==> src/rtl/par2serial_lanes.sv <==
// Multi-lane parallel-to-serial transmitter for the PHY path at clk_32f.
// Every lane shifts one WIDTH-bit word out MSB first; lanes share one bit counter, so they stay word-aligned.
module par2serial_lanes #(
    parameter int unsigned      WIDTH      = 8,
    parameter int unsigned      LANES      = 2,
    parameter logic [WIDTH-1:0] IDLE_SYM   = 8'hBC,
    parameter logic [WIDTH-1:0] ACTIVE_SYM = 8'h7C
) (
    input  logic                     clk_32f,
    input  logic                     reset,
    input  logic                     active,
    input  logic [LANES-1:0]         lane_en,
    input  logic [LANES-1:0]         valid_in,
    input  logic [LANES*WIDTH-1:0]   data_in,
    output logic                     ready,
    output logic                     frame,
    output logic [LANES-1:0]         serial_out,
    output logic [LANES-1:0]         sent_data
);

    localparam int unsigned      CNT_W   = $clog2(WIDTH);
    localparam logic [CNT_W-1:0] CNT_MAX = CNT_W'(WIDTH - 1);

    logic [CNT_W-1:0]              cnt_q,   cnt_d;
    logic [LANES-1:0][WIDTH-1:0]   word_q,  word_d;
    logic [LANES-1:0]              sent_q,  sent_d;
    logic [LANES-1:0]              ser_q,   ser_d;
    logic                          frame_q, frame_d;
    logic                          load_s;
    logic [CNT_W-1:0]              bit_idx_s;

    // Word chosen at a boundary: user data wins, otherwise the fill symbol for the link state.
    function automatic logic [WIDTH-1:0] select_word(
        input logic             vld,
        input logic             act,
        input logic [WIDTH-1:0] data
    );
        logic [WIDTH-1:0] w;
        if (vld) begin
            w = data;
        end else if (act) begin
            w = ACTIVE_SYM;
        end else begin
            w = IDLE_SYM;
        end
        return w;
    endfunction

    // Serial bit for one lane; a disabled lane is forced low but keeps its word.
    function automatic logic lane_bit(
        input logic             en,
        input logic [WIDTH-1:0] w,
        input logic [CNT_W-1:0] idx
    );
        logic b;
        if (en) begin
            b = w[idx];
        end else begin
            b = 1'b0;
        end
        return b;
    endfunction

    assign load_s    = (cnt_q == {CNT_W{1'b0}});
    assign bit_idx_s = CNT_MAX - cnt_q;

    // Next-state: counter wrap, word capture at the boundary and the next serial bit per lane.
    always_comb begin
        cnt_d   = cnt_q;
        word_d  = word_q;
        sent_d  = sent_q;
        ser_d   = {LANES{1'b0}};
        frame_d = 1'b0;

        if (cnt_q == CNT_MAX) begin
            cnt_d = {CNT_W{1'b0}};
        end else begin
            cnt_d = cnt_q + CNT_W'(1'b1);
        end

        for (int i = 0; i < LANES; i++) begin
            if (load_s) begin
                word_d[i] = select_word(valid_in[i], active, data_in[i*WIDTH +: WIDTH]);
                sent_d[i] = valid_in[i];
                // The MSB comes from the word being loaded, not the one leaving.
                ser_d[i]  = lane_bit(lane_en[i], word_d[i], CNT_MAX);
            end else begin
                ser_d[i]  = lane_bit(lane_en[i], word_q[i], bit_idx_s);
            end
        end

        if (load_s) begin
            frame_d = 1'b1;
        end else begin
            frame_d = 1'b0;
        end
    end

    // State register; reset aborts any word in flight.
    always_ff @(posedge clk_32f) begin
        if (!reset) begin
            cnt_q   <= {CNT_W{1'b0}};
            word_q  <= {(LANES*WIDTH){1'b0}};
            sent_q  <= {LANES{1'b0}};
            ser_q   <= {LANES{1'b0}};
            frame_q <= 1'b0;
        end else begin
            cnt_q   <= cnt_d;
            word_q  <= word_d;
            sent_q  <= sent_d;
            ser_q   <= ser_d;
            frame_q <= frame_d;
        end
    end

    assign ready      = load_s;
    assign frame      = frame_q;
    assign serial_out = ser_q;
    assign sent_data  = sent_q;

endmodule

==> config.mk <==
export PLATFORM = sky130hd
export DESIGN_NAME = par2serial_lanes
export DESIGN_NICKNAME = d
export VERILOG_FILES = /design/src/rtl/par2serial_lanes.sv
export SDC_FILE = /design/constraint.sdc
export NUM_CORES = 1
export LEC_CHECK = 0
export BUFFER_PORTS_ARGS = -buffer_cell sky130_fd_sc_hd__buf_2
export CORE_UTILIZATION = 50
export CTS_CLUSTER_SIZE = 25
export DETAILED_ROUTE_END_ITERATION = 6
export GPL_ROUTABILITY_DRIVEN = 0
export PLACE_DENSITY = 0.77
export SLEW_MARGIN = 20
export SYNTH_ARGS = -nofsm -noshare
export SYNTH_HDL_FRONTEND = slang
export SYNTH_SLANG_ARGS = --single-unit
==> constraint.sdc <==
create_clock -name clk_32f -period 2.27 [get_ports clk_32f]
set_clock_uncertainty 0.2 [all_clocks]
set_input_delay 0.454 -clock clk_32f [delete_from_list [all_inputs] [get_ports clk_32f]]
set_output_delay 0.454 -clock clk_32f [all_outputs]
set_load 0.01 [all_outputs]
==> results of run 1 <==
cell usage in the layout, fill, tap and decap left out:
| cell type | instances |
|---|---|
| ha_1 | 3 |
| a221oi_2 | 1 |
| dfxtp_1 | 24 |
| a21o_1 | 1 |
| inv_1 | 4 |
| nor3b_1 | 10 |
| clkbuf_8 | 1 |
| nand2_1 | 12 |
| o211ai_1 | 1 |
| a31oi_1 | 2 |
| buf_4 | 3 |
| nor2_1 | 12 |
| a311oi_1 | 2 |
| nand3_1 | 5 |
| a21oi_1 | 9 |
| mux2_2 | 1 |
| buf_2 | 28 |
| mux2i_1 | 1 |
| mux4_1 | 1 |
| clkbuf_4 | 3 |
| nand2b_1 | 6 |
| inv_2 | 1 |
| or2b_1 | 1 |
| mux4_2 | 2 |
| o22ai_1 | 1 |
| nor3_1 | 10 |
kinds of logic after synthesis:
logic type	Yosys count
AND/OR/NAND/NOR	56
flip-flops	24
AO/OA/AOI/OAI	17
buffers and inverters	14
multiplexers	5
adder cells (fa/ha/maj)	3
final timing paths:
| path | start | end | slack (ns) | cells after the start |
|---|---|---|---|---|
| setup / recovery | cnt_q[1] | ready | 0.16 | 5 |
| hold / removal | lane_en[1] | serial_out[1] | 0.18 | 3 |
| setup reg to reg | cnt_q[1] | serial_out[0] | 0.41 | 7 |
| hold reg to reg | word_q[8] | word_q[8] | 0.26 | 2 |
critical path, stage by stage (launching register included):
cell,delay (ns)
dfxtp_1,0.47
inv_1,0.10
ha_1,0.25
nand2b_1,0.14
inv_2,0.05
buf_2,0.13
where the power goes:
| group | switching (mW) | internal (mW) | total (mW) |
|---|---|---|---|
| registers | 0.0250 | 0.466 | 0.491 |
| logic | 0.107 | 0.0945 | 0.202 |
| clock network | 0.126 | 0.0982 | 0.224 |
| total | 0.258 | 0.658 | 0.917 |
stage by stage:
stage	hold WS [ns]	instances	area [sq um]	total power, mW	util, %
3_5_place_dp	0.249	168	1220	0.702	61.7
4_1_cts	0.179	172	1260	0.923	63.5
3_3_place_gp	0.243	168	1220	0.695	61.7
5_1_grt	0.181	172	1260	0.972	63.5
2_1_floorplan	0.229	119	1070	0.641	-
6_report	0.183	172	1260	0.917	63.5
per-layer routing:
layer	share of wire [%]	GRT usage, %
met2	48	34.4
met4	2.1	11.1
met3	4.0	3.33
met5	0	0
met1	46	28.0
area by class of cell:
| class | instances | area [sq um] |
|---|---|---|
| Tap cell | 27 | 33.8 |
| Inverter | 5 | 18.8 |
| Timing Repair Buffer | 31 | 163 |
| Multi-Input combinational cell | 81 | 527 |
| Sequential cell | 24 | 480 |
| Fill cell | 167 | 723 |
| Clock buffer | 4 | 36.3 |
registers in the layout, indices dropped and copies added, names as in the netlist:
signal / cells
cnt_q: 3
frame: 1
sent_data: 2
serial_out: 2
word_q: 16
==> reports/metrics.cfg, run 1 <==
[power_and_ir_drop]
ir_drop_mv=0.453
power_density_mw_per_mm2=728
power_leakage_nw=0.543

[synth]
synthSimpleGateAreaFrac_pct=26.7
yosysMostFrequentCell=dfxtp_1
syn_nets=145
synth_compound_area_share_pct=10.4
synth_top_cell_area_share_pct=45.0
post_synth_inst_count=119
synth_area_per_cell_sq_um=8.98
yosysWarnings=0
muxShareOfSynthArea_pct=8.67
synth.top_cells.by_area=dfxtp_1 45%, nor3b_1 7.0%, nor3_1 4.7%, a21oi_1 4.2%, mux4_2 4.2%
synth-main-ff-cell=dfxtp_1
synth_area_sq_mm=0.00107
synthDistinctLibCells=25
yosysTopAreaCell=dfxtp_1
synth_top_family_by_area=simple AND/OR/NAND/NOR gates
synth_xor_area_share_pct=0
ys_seq_area_share_pct=45.0
ys_ff_latch=24
yosys-top-cells-count=24 x dfxtp_1, 12 x nand2_1, 12 x nor2_1
synth_edf_count=0
synthAdderAreaFrac_pct=3.51
async_flop_share_pct=0

[routing]
wl_um=2150
wl_per_cell_um=12.5
drc_errors=0
viasPerCell=5.43
ant_nets=0
drt-pass1-iter-count=4
drt_iter0_drc=14
via_count=934

[clocking]
cts_sinks=24
postCtsSetupBuffers=0
clk_latency_ns=0.32
ctsRootBufferMaster=clkbuf_4
cts_resized=0
numCtsBuffers=3
holdBufCountCts=0
cts_tree=built
cts_buffer_depth=2
htreeDepth=1
path_clk_slew_ns=0.13

[finish]
fin_nets=172
area_delta_synth_final_pct=17.8
drive_above_1_share_pct=27.6
antenna_cells=0

[global_route]
grt_pass1_vias=828
grt_antenna_before_repair=0
grt_pass1_wl_um=3470
grt_max_degree=23
grt.total_usage_pct=21.5
grt-ovfl-total=0

[critical_path]
crit_path_max_fanout=6
end_kind=output pin
worst-setup-path-type=reg2out
start_kind=flop
required_ns=1.62
worstPathArrival_ns=1.46

[sta]
slew_violations=0
post-route-period-util_pct=93.0
setup-tns-final_ns=0
fin_ws_ns=0.158
fmax_mhz=474
setup_viol=0
rsz0062_at_grt=no
tightest_slew_ns=0.649
final_hold_viol_count=0
period_minus_slack_ns=2.11
max_slew_margin_pct=56.7

[floorplan]
die_h_um=48.2
std_cell_rows=16
die_x_um=48.2
initial_core_util_pct=53.9
core_sq_mm=0.00198
io_pins=29
die_area_sq_mm=0.00233

[hold_path]
holdCritPathClass=in2reg

[job]
maxCapViolations=0

[run_status]
status=completed

[placement]
portBuffers=28
dp_hpwl_um=1550
dp_slack_ns=0.471

Note: power is estimated with default switching activity, not from simulation.
==> inputs of run 2 (changes only) <==
Settings changed: ABC_CLOCK_PERIOD_IN_PS from default to 2270, GPL_TIMING_DRIVEN from default to 0, REMOVE_ABC_BUFFERS from default to 1.
==> reports/metrics.cfg, run 2 (synthesis results as in run 1) <==
[global_route]
grt_pass1_vias=792
grt_pass1_wl_um=3390
grt-ovfl-total=0
grt_antenna_before_repair=0
grt_max_degree=23
grt.total_usage_pct=21.2

[routing]
drc_errors=0
highest_layer=met4
wl_met1_um=998
drt-pass1-iter-count=4
wl_met3_um=100
wl_per_cell_um=12.7
viasPerCell=5.43
via_count=923
wl_um=2150
drt_iter0_drc=17
wl_met2_um=1040
ant_nets=0

[critical_path]
reg2reg_depth=6
r2r_start=cnt_q[0]
worst-setup-path-type=reg2out
required_ns=1.62
r2r_end=serial_out[0]
cp-endpoint=ready
cp-startpoint=cnt_q[0]
end_kind=output pin
worstPathArrival_ns=1.51
start_kind=flop
crit_path_max_fanout=21
rrSetupSlack_ns=0.54

[sta]
setup_viol=0
period_minus_slack_ns=2.17
rsz0062_at_grt=no
post-route-period-util_pct=95.5
tightest_slew_ns=0.670
slew_violations=0
max_slew_margin_pct=55.3
fmax_mhz=461
final_hold_viol_count=0

[finish]
final_common_cell=buf_2
area_delta_synth_final_pct=17.6
regMostFlops=word_q
layout_common_cells=28 x buf_2, 22 x dfxtp_1, 12 x nor2_1, 12 x nand2_1
largestRegisters=word_q: 16 flops, cnt_q: 3 flops
antenna_cells=0
fin_area_sq_mm=0.00126
stdcell_count=170
drive_above_1_share_pct=28.7
fin_nets=170
largest_reg_flops=16

[power_and_ir_drop]
power_leakage_nw=0.535
total_power_mw=0.912
ir_drop_mv=0.429
power_density_mw_per_mm2=726

[clocking]
ctsRootBufferMaster=clkbuf_4
cts_sinks=24
path_clk_slew_ns=0.13
numCtsBuffers=3
htreeDepth=1
clk_latency_ns=0.30
cts_buffer_depth=2
cts_tree=built

[floorplan]
core_sq_mm=0.00198
die_area_sq_mm=0.00233
die_h_um=48.2
io_pins=29
die_x_um=48.2
std_cell_rows=16
initial_core_util_pct=53.9

[hold_path]
holdCritPathClass=in2reg
min_from=lane_en[0]

[placement]
dpl.cell_count=165
portBuffers=28
dp_hpwl_um=1460
place_area_sq_mm=0.00120

[run_status]
status=completed

[job]
maxCapViolations=0

-- run 2: cell types whose count changed in the layout (fill, tap and decap cells not counted), sizes merged --
cell  previous run  this run
buf             31        29
-- run 2: per-stage QoR --
step / utilization [%] / setup TNS, ns / hold slack [ns] / setup slack (ns)
floorplan: - / 0 / 0.229 / 0.250
global placement: 60.5 / -0.932 / 0.235 / -0.338
detailed placement: 60.5 / -1.73 / 0.243 / -0.368
CTS: 63.4 / 0 / 0.167 / 0.0976
global route: 63.4 / 0 / 0.163 / 0.00715
finish: 63.4 / 0 / 0.187 / 0.103
-- run 2: repair_timing --
action,4_1_cts,5_1_grt
endpoints found under the setup margin,20,0
hold buffers,0,0
gates resized for setup,5,0
setup buffers,1,0
-- run 2: layout make-up --
class | instances | area, sq um
Fill cell | 172 | 726
Multi-Input combinational cell | 81 | 534
Sequential cell | 24 | 483
Timing Repair Buffer | 29 | 148
Clock buffer | 4 | 36.3
Tap cell | 27 | 33.8
Inverter | 5 | 21.3
-- run 2: worst min path at each step --
stage	to	depth (start not counted)	slack [ns]
floorplan	word_q[9]	2	0.23
global placement	word_q[1]	2	0.24
detailed placement	word_q[9]	2	0.24
CTS	serial_out[0]	3	0.17
global route	serial_out[0]	3	0.16
finish	serial_out[0]	3	0.19
-- run 2: metal layers --
| layer | vias to the layer above | global-route usage [%] |
|---|---|---|
| li1 | 463 | - |
| met1 | 432 | 28.5 |
| met2 | 26 | 33.3 |
| met3 | 2 | 4.44 |
| met4 | 0 | 7.78 |
| met5 | - | 0 |
-- run 2: critical path, stage by stage (launching register included) --
cell and delay (ns):
dfxtp_2 0.41, inv_1 0.07, ha_1 0.28, nand2b_4 0.10, inv_4 0.18, buf_2 0.17
-- run 2: report_power, final --
group          leakage, nW  total, mW  internal [mW]  switching [mW]
Sequential           0.199      0.494          0.467          0.0278
Clock               0.0210      0.218         0.0978           0.120
Combinational        0.315      0.199         0.0931           0.106
Total                0.535      0.912          0.657           0.254
==> inputs of run 3 (changes only) <==
Settings changed: SETUP_SLACK_MARGIN from default to 0.15.
==> reports/metrics.cfg, run 3 (synthesis results as in run 1) <==
[critical_path]
crit_path_max_fanout=21
cp_slowest_cell=dfxtp_2
r2r_start=cnt_q[0]
path_cells=inv_1 > ha_4 > nand2b_4 > inv_8 > buf_2
worstPathArrival_ns=1.35
cpPeakStageDelay_ns=0.43
path_delay_family=flip-flops
crit_buf_inv=3
required_ns=1.62
worst-setup-path-type=reg2out
rrSetupSlack_ns=0.66
r2r_end=word_q[13]
end_kind=output pin
reg2reg_depth=6
start_kind=flop

[run_status]
status=completed

[floorplan]
core_sq_mm=0.00198
io_pins=29
die_area_sq_mm=0.00233
initial_core_util_pct=53.9
die_x_um=48.2
die_h_um=48.2
std_cell_rows=16

[finish]
final_util_pct=64.4
area_delta_synth_final_pct=19.4
drive_above_1_share_pct=29.4
layout_common_cells=28 x buf_2, 22 x dfxtp_1, 12 x nor2_1, 12 x nand2_1
antenna_cells=0
regMostFlops=word_q
final_common_cell=buf_2
largest_reg_flops=16
fin_nets=170
stdcell_count=170
largestRegisters=word_q: 16 flops, cnt_q: 3 flops

[hold_path]
hold_depth=3
min_from=lane_en[1]
holdCritPathClass=in2reg
whs_endpoint=serial_out[1]

[clocking]
cts_tree=built
numCtsBuffers=3
cts_buffer_depth=2
htreeDepth=1
path_clk_slew_ns=0.13
holdBufCountCts=0
ctsRootBufferMaster=clkbuf_4
clk_latency_ns=0.30
cts_sinks=24

[sta]
max_slew_margin_pct=54.3
rsz0062_at_grt=no
final_hold_viol_count=0
period_minus_slack_ns=2.01
slew_violations=0
tightest_slew_ns=0.684
setup_viol=0
fmax_mhz=498
post-route-period-util_pct=88.4

[routing]
wl_met2_um=1110
via_count=901
wl_met3_um=100
drc_errors=0
wl_met1_um=1050
wl_um=2250
drt-pass1-iter-count=4
highest_layer=met3
wl_per_cell_um=13.3
ant_nets=0
drt_iter0_drc=36
viasPerCell=5.30

[global_route]
grt_pass1_wl_um=3420
grt_max_degree=23
grt_antenna_before_repair=0
grt-ovfl-total=0
grt_pass1_vias=792
grt.total_usage_pct=21.5

[power_and_ir_drop]
power_leakage_nw=0.538
power_density_mw_per_mm2=723
ir_drop_mv=0.435

[placement]
portBuffers=28
dpl.cell_count=165
dp_hpwl_um=1460

[job]
maxCapViolations=0

==> run 3: cell counts in the layout (fill, tap and decap cells not counted) <==
Identical to the previous run, type by type.
==> run 3: final cells by class <==
cell class / instances / area [sq um]
Clock buffer: 4 / 36.3
Sequential cell: 24 / 485
Fill cell: 169 / 706
Timing Repair Buffer: 29 / 148
Multi-Input combinational cell: 81 / 547
Inverter: 5 / 26.3
Tap cell: 27 / 33.8
==> run 3: how the worst max path moves through the flow <==
stage	from	endpoint	slack (ns)	cells past startpoint
finish	cnt_q[1]	ready	0.26	5
global route	cnt_q[1]	ready	0.20	5
floorplan	cnt_q[0]	ready	0.25	4
CTS	cnt_q[1]	ready	0.19	5
detailed placement	cnt_q[0]	ready	-0.37	5
global placement	cnt_q[0]	ready	-0.34	5
==> run 3: stage by stage <==
| stage | area, sq um | setup TNS (ns) | power (mW) | hold WS (ns) | setup WS (ns) |
|---|---|---|---|---|---|
| final | 1280 | 0 | 0.923 | 0.199 | 0.262 |
| after global routing | 1280 | 0 | 0.979 | 0.179 | 0.195 |
| after CTS | 1260 | 0 | 0.928 | 0.167 | 0.189 |
| after detailed placement | 1200 | -1.73 | 0.692 | 0.243 | -0.368 |
| after global placement | 1200 | -0.932 | 0.683 | 0.235 | -0.338 |
| after floorplan | 1030 | 0 | 0.625 | 0.229 | 0.250 |
==> run 3: what timing repair did <==
item / 4_1_cts / 5_1_grt
endpoints found under the setup margin: 20 / 1
setup buffers: 1 / 0
gates resized for setup: 7 / 3
cloned: 0 / 0
==> run 3: tightest hold or removal path: cells and delay by family <==
| kind | cells | cell delay [ns] |
|---|---|---|
| AO/OA/AOI/OAI | 2 | 0.12 |
| buffers and inverters | 1 | 0.10 |
==> run 3: power breakdown <==
part | switching [mW] | internal, mW
logic | 0.112 | 0.0982
registers | 0.0281 | 0.466
clock network | 0.121 | 0.0978
==> run 3: layer usage <==
layer	up-vias	global-route usage, %
met5	-	0
met4	0	7.78
met3	0	4.44
met2	26	33.9
met1	411	29.0
li1	464	-
